==> src/rtl/fetch_stage.sv <==
// Instruction fetch: one outstanding imem read, a registered output slot and a one-entry skid for decode stalls.
// Output appears one cycle after imem_valid; on stall the slot holds; branch_taken flushes and redirects.
module fetch_stage #(
  parameter int                ADDR_W   = 32,
  parameter int                INSTR_W  = 32,
  parameter logic [ADDR_W-1:0] RESET_PC = '0,
  parameter int                PC_STEP  = 4
) (
  input  logic               clk,
  input  logic               rst,
  output logic               imem_req,
  output logic [ADDR_W-1:0]  imem_addr,
  input  logic               imem_valid,
  input  logic [INSTR_W-1:0] imem_rdata,
  input  logic               decode_stall,
  input  logic               branch_taken,
  input  logic [ADDR_W-1:0]  branch_target,
  output logic               instr_valid,
  output logic [INSTR_W-1:0] instr,
  output logic [ADDR_W-1:0]  instr_pc,
  output logic [4:0]         opcode
);

  typedef enum logic [1:0] {S_FETCH, S_WAIT, S_HOLD} state_t;

  state_t             state, state_n;
  logic [ADDR_W-1:0]  pc, pc_n;
  logic [ADDR_W-1:0]  req_pc, req_pc_n;
  logic [ADDR_W-1:0]  instr_pc_n;
  logic [ADDR_W-1:0]  skid_pc, skid_pc_n;
  logic [INSTR_W-1:0] instr_n;
  logic [INSTR_W-1:0] skid_instr, skid_instr_n;
  logic               instr_valid_n;
  logic               discard, discard_n;
  logic               consume;

  assign consume   = instr_valid && !decode_stall;
  assign imem_req  = (state == S_FETCH) && !branch_taken && !rst;
  assign imem_addr = pc;
  // A bubble must decode as all-zero control, so the opcode is masked rather than the slot.
  assign opcode    = instr_valid ? instr[INSTR_W-1 -: 5] : 5'b00000;

  always_comb begin
    state_n       = state;
    pc_n          = pc;
    req_pc_n      = req_pc;
    instr_n       = instr;
    instr_pc_n    = instr_pc;
    instr_valid_n = instr_valid && !consume;
    skid_instr_n  = skid_instr;
    skid_pc_n     = skid_pc;
    discard_n     = discard;

    if (branch_taken) begin
      pc_n          = branch_target;
      instr_valid_n = 1'b0;
      skid_instr_n  = '0;
      skid_pc_n     = '0;
      // An in-flight read with no response yet must be swallowed when it arrives.
      if (state == S_WAIT && !imem_valid) begin
        discard_n = 1'b1;
        state_n   = S_WAIT;
      end else begin
        discard_n = 1'b0;
        state_n   = S_FETCH;
      end
    end else begin
      case (state)
        S_FETCH: begin
          req_pc_n = pc;
          pc_n     = pc + ADDR_W'(PC_STEP);
          state_n  = S_WAIT;
        end
        S_WAIT: begin
          if (imem_valid) begin
            state_n = S_FETCH;
            if (discard) begin
              discard_n = 1'b0;
            end else if (!instr_valid || consume) begin
              instr_n       = imem_rdata;
              instr_pc_n    = req_pc;
              instr_valid_n = 1'b1;
            end else begin
              skid_instr_n = imem_rdata;
              skid_pc_n    = req_pc;
              state_n      = S_HOLD;
            end
          end
        end
        S_HOLD: begin
          if (consume) begin
            instr_n       = skid_instr;
            instr_pc_n    = skid_pc;
            instr_valid_n = 1'b1;
            state_n       = S_FETCH;
          end
        end
        default: state_n = S_FETCH;
      endcase
    end
  end

  always_ff @(posedge clk) begin
    if (rst) begin
      state       <= S_FETCH;
      pc          <= RESET_PC;
      req_pc      <= '0;
      instr       <= '0;
      instr_pc    <= '0;
      instr_valid <= 1'b0;
      skid_instr  <= '0;
      skid_pc     <= '0;
      discard     <= 1'b0;
    end else begin
      state       <= state_n;
      pc          <= pc_n;
      req_pc      <= req_pc_n;
      instr       <= instr_n;
      instr_pc    <= instr_pc_n;
      instr_valid <= instr_valid_n;
      skid_instr  <= skid_instr_n;
      skid_pc     <= skid_pc_n;
      discard     <= discard_n;
    end
  end

endmodule

==> config.mk <==
export PLATFORM = sky130hd
export DESIGN_NAME = fetch_stage
export DESIGN_NICKNAME = d
export VERILOG_FILES = /design/src/rtl/fetch_stage.sv
export SDC_FILE = /design/constraint.sdc
export NUM_CORES = 1
export LEC_CHECK = 0
export CAP_MARGIN = 20
export CELL_PAD_IN_SITES_DETAIL_PLACEMENT = 0
export CELL_PAD_IN_SITES_GLOBAL_PLACEMENT = 1
export CORE_UTILIZATION = 35
export CTS_CLUSTER_DIAMETER = 120
export DETAILED_ROUTE_END_ITERATION = 6
export PLACE_DENSITY_LB_ADDON = 0.1
export SLEW_MARGIN = 15
export SYNTH_ARGS = -nofsm -noshare
export SYNTH_HDL_FRONTEND = slang
export SYNTH_SLANG_ARGS = --single-unit
==> constraint.sdc <==
create_clock -name clk -period 2.3 [get_ports clk]
set_clock_uncertainty 0.05 [all_clocks]
set_input_delay 0.46 -clock clk [delete_from_list [all_inputs] [get_ports clk]]
set_output_delay 0.46 -clock clk [all_outputs]
set_load 0.005 [all_outputs]
### Yosys cells after proc, flatten, opt, wreduce, memory -nomap -nowiden

Cells that the tools add are included.

* muxes and demuxes: 29
* add/sub/neg operators: 1
* bitwise operators: 3
* equality and inequality tests: 8
* reductions and logical operators: 23

Operators with widths (number)
* 32-bit 2-to-1 mux: 10
* 32-bit case mux with 2 select lines: 2
* 32-bit by 3-bit adder with 32-bit output, second input constant: 1
* 2-bit 2-to-1 mux: 5
* 1-bit 2-to-1 mux: 9
* 2-bit nonzero test: 4
* 1-bit zero test: 6
* 2-bit != test, second input constant: 3
* 3-bit != test, second input constant: 2
* 2-bit case mux with 3 select lines: 1
* 2-bit AND reduction: 3
* 6-bit AND reduction: 1
* 1-bit logical AND: 5
* 5-bit 2-to-1 mux: 1
* 4-bit AND reduction: 1
* 1-bit inverter: 3
* 2-bit by 1-bit == test with 1-bit output, second input constant: 1
* 2-bit == test, second input constant: 1
* 2-bit zero test: 1
* 2-bit by 1-bit != test with 1-bit output, second input constant: 1
* 1-bit case mux with 2 select lines: 1
* 2-bit OR reduction: 1
* 1-bit logical OR: 1

* bits of input ports: 69
* output and inout bits: 103
* bits in registers: 196
* logic and storage cells: 73

### Logic depth before layout (Yosys ltp)

* depth in word-level cells: 8
* mapped depth: 9
* gate-level depth less buffers: 7

### Worst setup path after synthesis

OpenSTA, ideal clock, no wires.

* path type: register to register
* start point: reg state[0]
* end point: reg pc[29] (netlist: imem_addr[29])
* path buffers: 2
* period minus slack after synthesis: 2.228 ns
* arrival: 2.072 ns
* slack: 0.072 ns
* cell stages (with the launch flop): 9
* required time: 2.144 ns
* setup time: 0.106 ns
* path through: dfxtp_1 inv_1 ha_1 buf_4 or3b_1 clkbuf_1 or4_1 or4_1 o311ai_0

* cells in the longest elaborated chain, start to end: 2

RTL lines
* start, declared: RTL line 26 `state_t state, state_n;`
* start signal, assigned: RTL line 115 `state <= state_n;`
* 2-bit zero test: RTL line 68 `case (state)`
* 2-bit nonzero test (no line)
* end signal, assigned: RTL line 116 `pc <= pc_n;`
* end, declared: RTL line 27 `logic [ADDR_W-1:0] pc, pc_n;`

No other way between the ends.
A chain may end at the register's enable or synchronous reset.

### Worst setup path in the final report

* start point: reg state[0]
* end point: out imem_req

* cells in the longest elaborated chain, start to end: 3

RTL lines
* 2-bit zero test: RTL line 38 `assign imem_req = (state == S_FETCH) && !branch_taken && !rst;`
* 1-bit logical AND (2 in series): RTL line 38
* end, declared: RTL line 11 `output logic imem_req,`

No other way between the ends.

==> summary.txt <==
Number of H-tree levels = 4
Post-route cell area = 11900 um^2
CP max stage cell = or3b_4
Vias in the first global route = 7529
Vias per inst = 5.18
CTS tree = done
Most common cell in the synthesized netlist = nand2_1
Initial Util = 36.1%
Area used by multi-input combinational logic = 4610 um^2
Die ar. = 26000 um^2
Post-synth EDFFs = 0
Synth area leader = dfxtp_1
Die width = 161 um
Register area = 3930 um^2
WP data arrival = 1.71 ns
Post-Synthesis Cells = 1077
Worst Tran Pin Value = 0.740 ns
Dpl hpwl = 16400 um
Max FO, Critical Path = 3
DR vias = 8112
DRT iter0 DRCs = 488
Initial antenna violation count = 0
Slowest stage delay, CP = 0.40 ns
Final Cycle Share = 96.4%
Area Overhead vs Synth = 33.5%
Height of the die = 161 um
Hold crit path type = reg2reg
Critical path, cell by cell = inv_2 -> ha_4 -> or3b_4 -> inv_1 -> dlygate4sd2_1
CTS sink cnt = 196
Hold slack = 0.404 ns
Flop pwr share = 48.7%
Synth top area cells = dfxtp_1 (44%), nand2_1 (9.4%), mux2i_1 (7.8%), a21oi_1 (6.4%), o41ai_1 (6.3%)
Final Hold Viols = 0
Power density over the cells = 610 nW/um^2
Sw Share = 26.9%
TritonCTS buffer count = 17
Worst-Skew Late Latency = 0.44 ns
Post-route ant nets = 0
Required @ worst endpoint = 1.79 ns
Port bufs = 171
Core area = 24600 um^2
Gate power share = 10.7%
GR Overflow Total = 0
WP buf/inv = 3
Synthesized Nets = 1150
Register area share after synthesis = 44.1%
Setup Crit Path Kind = reg2out
Pin count of the biggest net entering global routing = 146
Fin crit period = 2.22 ns
Rows = 57
Post-layout net count = 1301
Placer Congestion = 0.794
Clk network pwr share = 40.6%
Clock buffer depth = 2
CP top delay family = simple AND/OR/NAND/NOR gates
Avg Cell Area, Syn = 8.26 um^2
Slew headroom = 50.7%
I/O pin count = 172
Sw Pwr = 1.95 mW
Post-synth top area share = 44.1%
Leakage = 3.86 nW
Fin. max-slew vios = 0
Startpoint class of the critical path = flip-flop
Synthesized area = 8890 um^2
Tot GR Track Use = 19.6%
First-pass GRT wire length = 41000 um
Status = finished clean
Layout cells sized above 1 = 9.27%
Yosys Warn Count = 0
Synth async-reset ratio = 0%
RSZ-0062 raised after global routing = no
Synth cell types = 55
Fillers = 2445
# setup viols final = 0
Final WL = 25500 um
Total of max-cap violations = 0
DRC Markers = 0
Clk pin slew, worst setup/hold paths = 0.08 ns
Achievable frequency = 0.451 GHz
Synth Flop Type = dfxtp_1
Dpl cell area = 11200 um^2
P_int = 5.29 mW
Fin Setup TNS = 0 ns
Pre-antenna DRT Iters = 4
DR WL/cell = 16.3 um
CP endpoint kind = primary output
Synthesized flop and latch total = 196
Clk root buf = clkbuf_16
Maximum VDD drop = 0.000419 V
Antenna cell count = 0
Top cells by count, synth = nand2_1 (222), dfxtp_1 (196), a21oi_1 (114), clkbuf_1 (85), mux2i_1 (69)
## timing repair
item | in CTS | in global routing
cloned | 0 | 0
setup buffers | 2 | 0
pin swaps | 1 | 0
hold buffers | 0 | 0
resized for setup | 7 | 5
endpoints found under the setup margin | 2 | 8
## power by group through the flow
stage               Sequential, mW  Clock, mW  Combinational [mW]
finish                        3.52       2.94               0.772
detailed placement            3.60          0               0.764
floorplan                     3.61          0               0.321
CTS                           3.52       3.04               0.775
global route                  3.53       3.18               0.842
global placement              3.60          0               0.767
## area by class of cell
type	instances	area share, %
clock inverter	15	1.32
multi-input combinational	772	38.9
tap	324	3.42
inverter	9	0.285
sequential	196	33.1
timing repair buffer	232	19.5
clock buffer	17	3.58
## cells in the final DEF (no fill, tap or decap), drive strengths merged, types with 3 or more instances in the layout
cell           instances
o41ai                 64
or4                    5
or2                    4
nor2b                 67
nand2                222
nand2b                 3
buf                   63
dfxtp                196
a211oi                 5
nor3b                  4
a21oi                114
a31oi                  7
a2111oi                5
clkdlybuf4s50        168
xnor2                  3
and4                   6
or3                    5
and3                   6
clkbuf                17
o21ai                 65
xor2                   6
nor4                   3
clkinv                 3
and2                   5
inv                   19
nor2                  29
o211ai                10
nand4                 13
nand3                 15
nor3                   9
ha                     4
mux2i                 69
## per-stage QoR
step | setup slack (ns) | total power [mW] | utilization, % | cells
after CTS | 0.0102 | 7.33 | 48.2 | 1565
after global routing | 0.00495 | 7.55 | 48.2 | 1565
after global placement | -0.0172 | 4.37 | 45.7 | 1531
after detailed placement | -0.0592 | 4.37 | 45.7 | 1531
after floorplan | 0.0718 | 3.93 | - | 1077
final | 0.0820 | 7.24 | 48.2 | 1565
## sequential cells by signal, indices dropped and copies added, names as in the netlist
name / flops
instr: 32
discard: 1
skid_instr: 32
state: 2
instr_valid: 1
imem_addr: 32
instr_pc: 32
req_pc: 32
skid_pc: 32
## path summary, 6_finish.rpt
path | slack (ns) | start | endpoint | cells past startpoint
setup / recovery | 0.08 | state[0]$_SDFFE_PP0P_ | imem_req | 5
hold / removal | 0.40 | skid_pc[21]$_SDFFE_PP0P_ | skid_pc[21]$_SDFFE_PP0P_ | 2
setup reg to reg | 0.10 | state[0]$_SDFFE_PP0P_ | imem_addr[29]$_SDFFE_PP0N_ | 7
hold reg to reg | 0.40 | skid_pc[21]$_SDFFE_PP0P_ | skid_pc[21]$_SDFFE_PP0P_ | 2
## kinds of logic (layout without fill, tap and decap cells)
| kind of cell | count (synthesis) | count (layout) | share of synthesized area (%) |
|---|---|---|---|
| XOR/XNOR | 9 | 9 | 0.887 |
| multiplexers | 69 | 69 | 7.77 |
| AO/OA/AOI/OAI | 286 | 286 | 20.2 |
| adder cells (fa/ha/maj) | 4 | 4 | 0.563 |
| flip-flops | 196 | 196 | 44.1 |
| buffers and inverters | 109 | 273 | 4.69 |
| AND/OR/NAND/NOR | 404 | 404 | 21.8 |
## worst register-to-register path: stages (launching register included)
cell      delay (ns)
dfxtp_2         0.34
inv_2           0.07
ha_4            0.16
or3b_4          0.40
buf_6           0.13
or4_1           0.48
or4_1           0.40
o311ai_1        0.09
## per-layer routing
| layer | vias to the layer above | share of wire, % | global-route usage [%] |
|---|---|---|---|
| met5 | - | 0 | 0 |
| met4 | 0 | 0.57 | 4.25 |
| met3 | 10 | 3.7 | 3.11 |
| met2 | 176 | 45 | 30.5 |
| met1 | 3794 | 51 | 28.5 |
| li1 | 4132 | - | - |
Power figures use the tool's default switching activity.
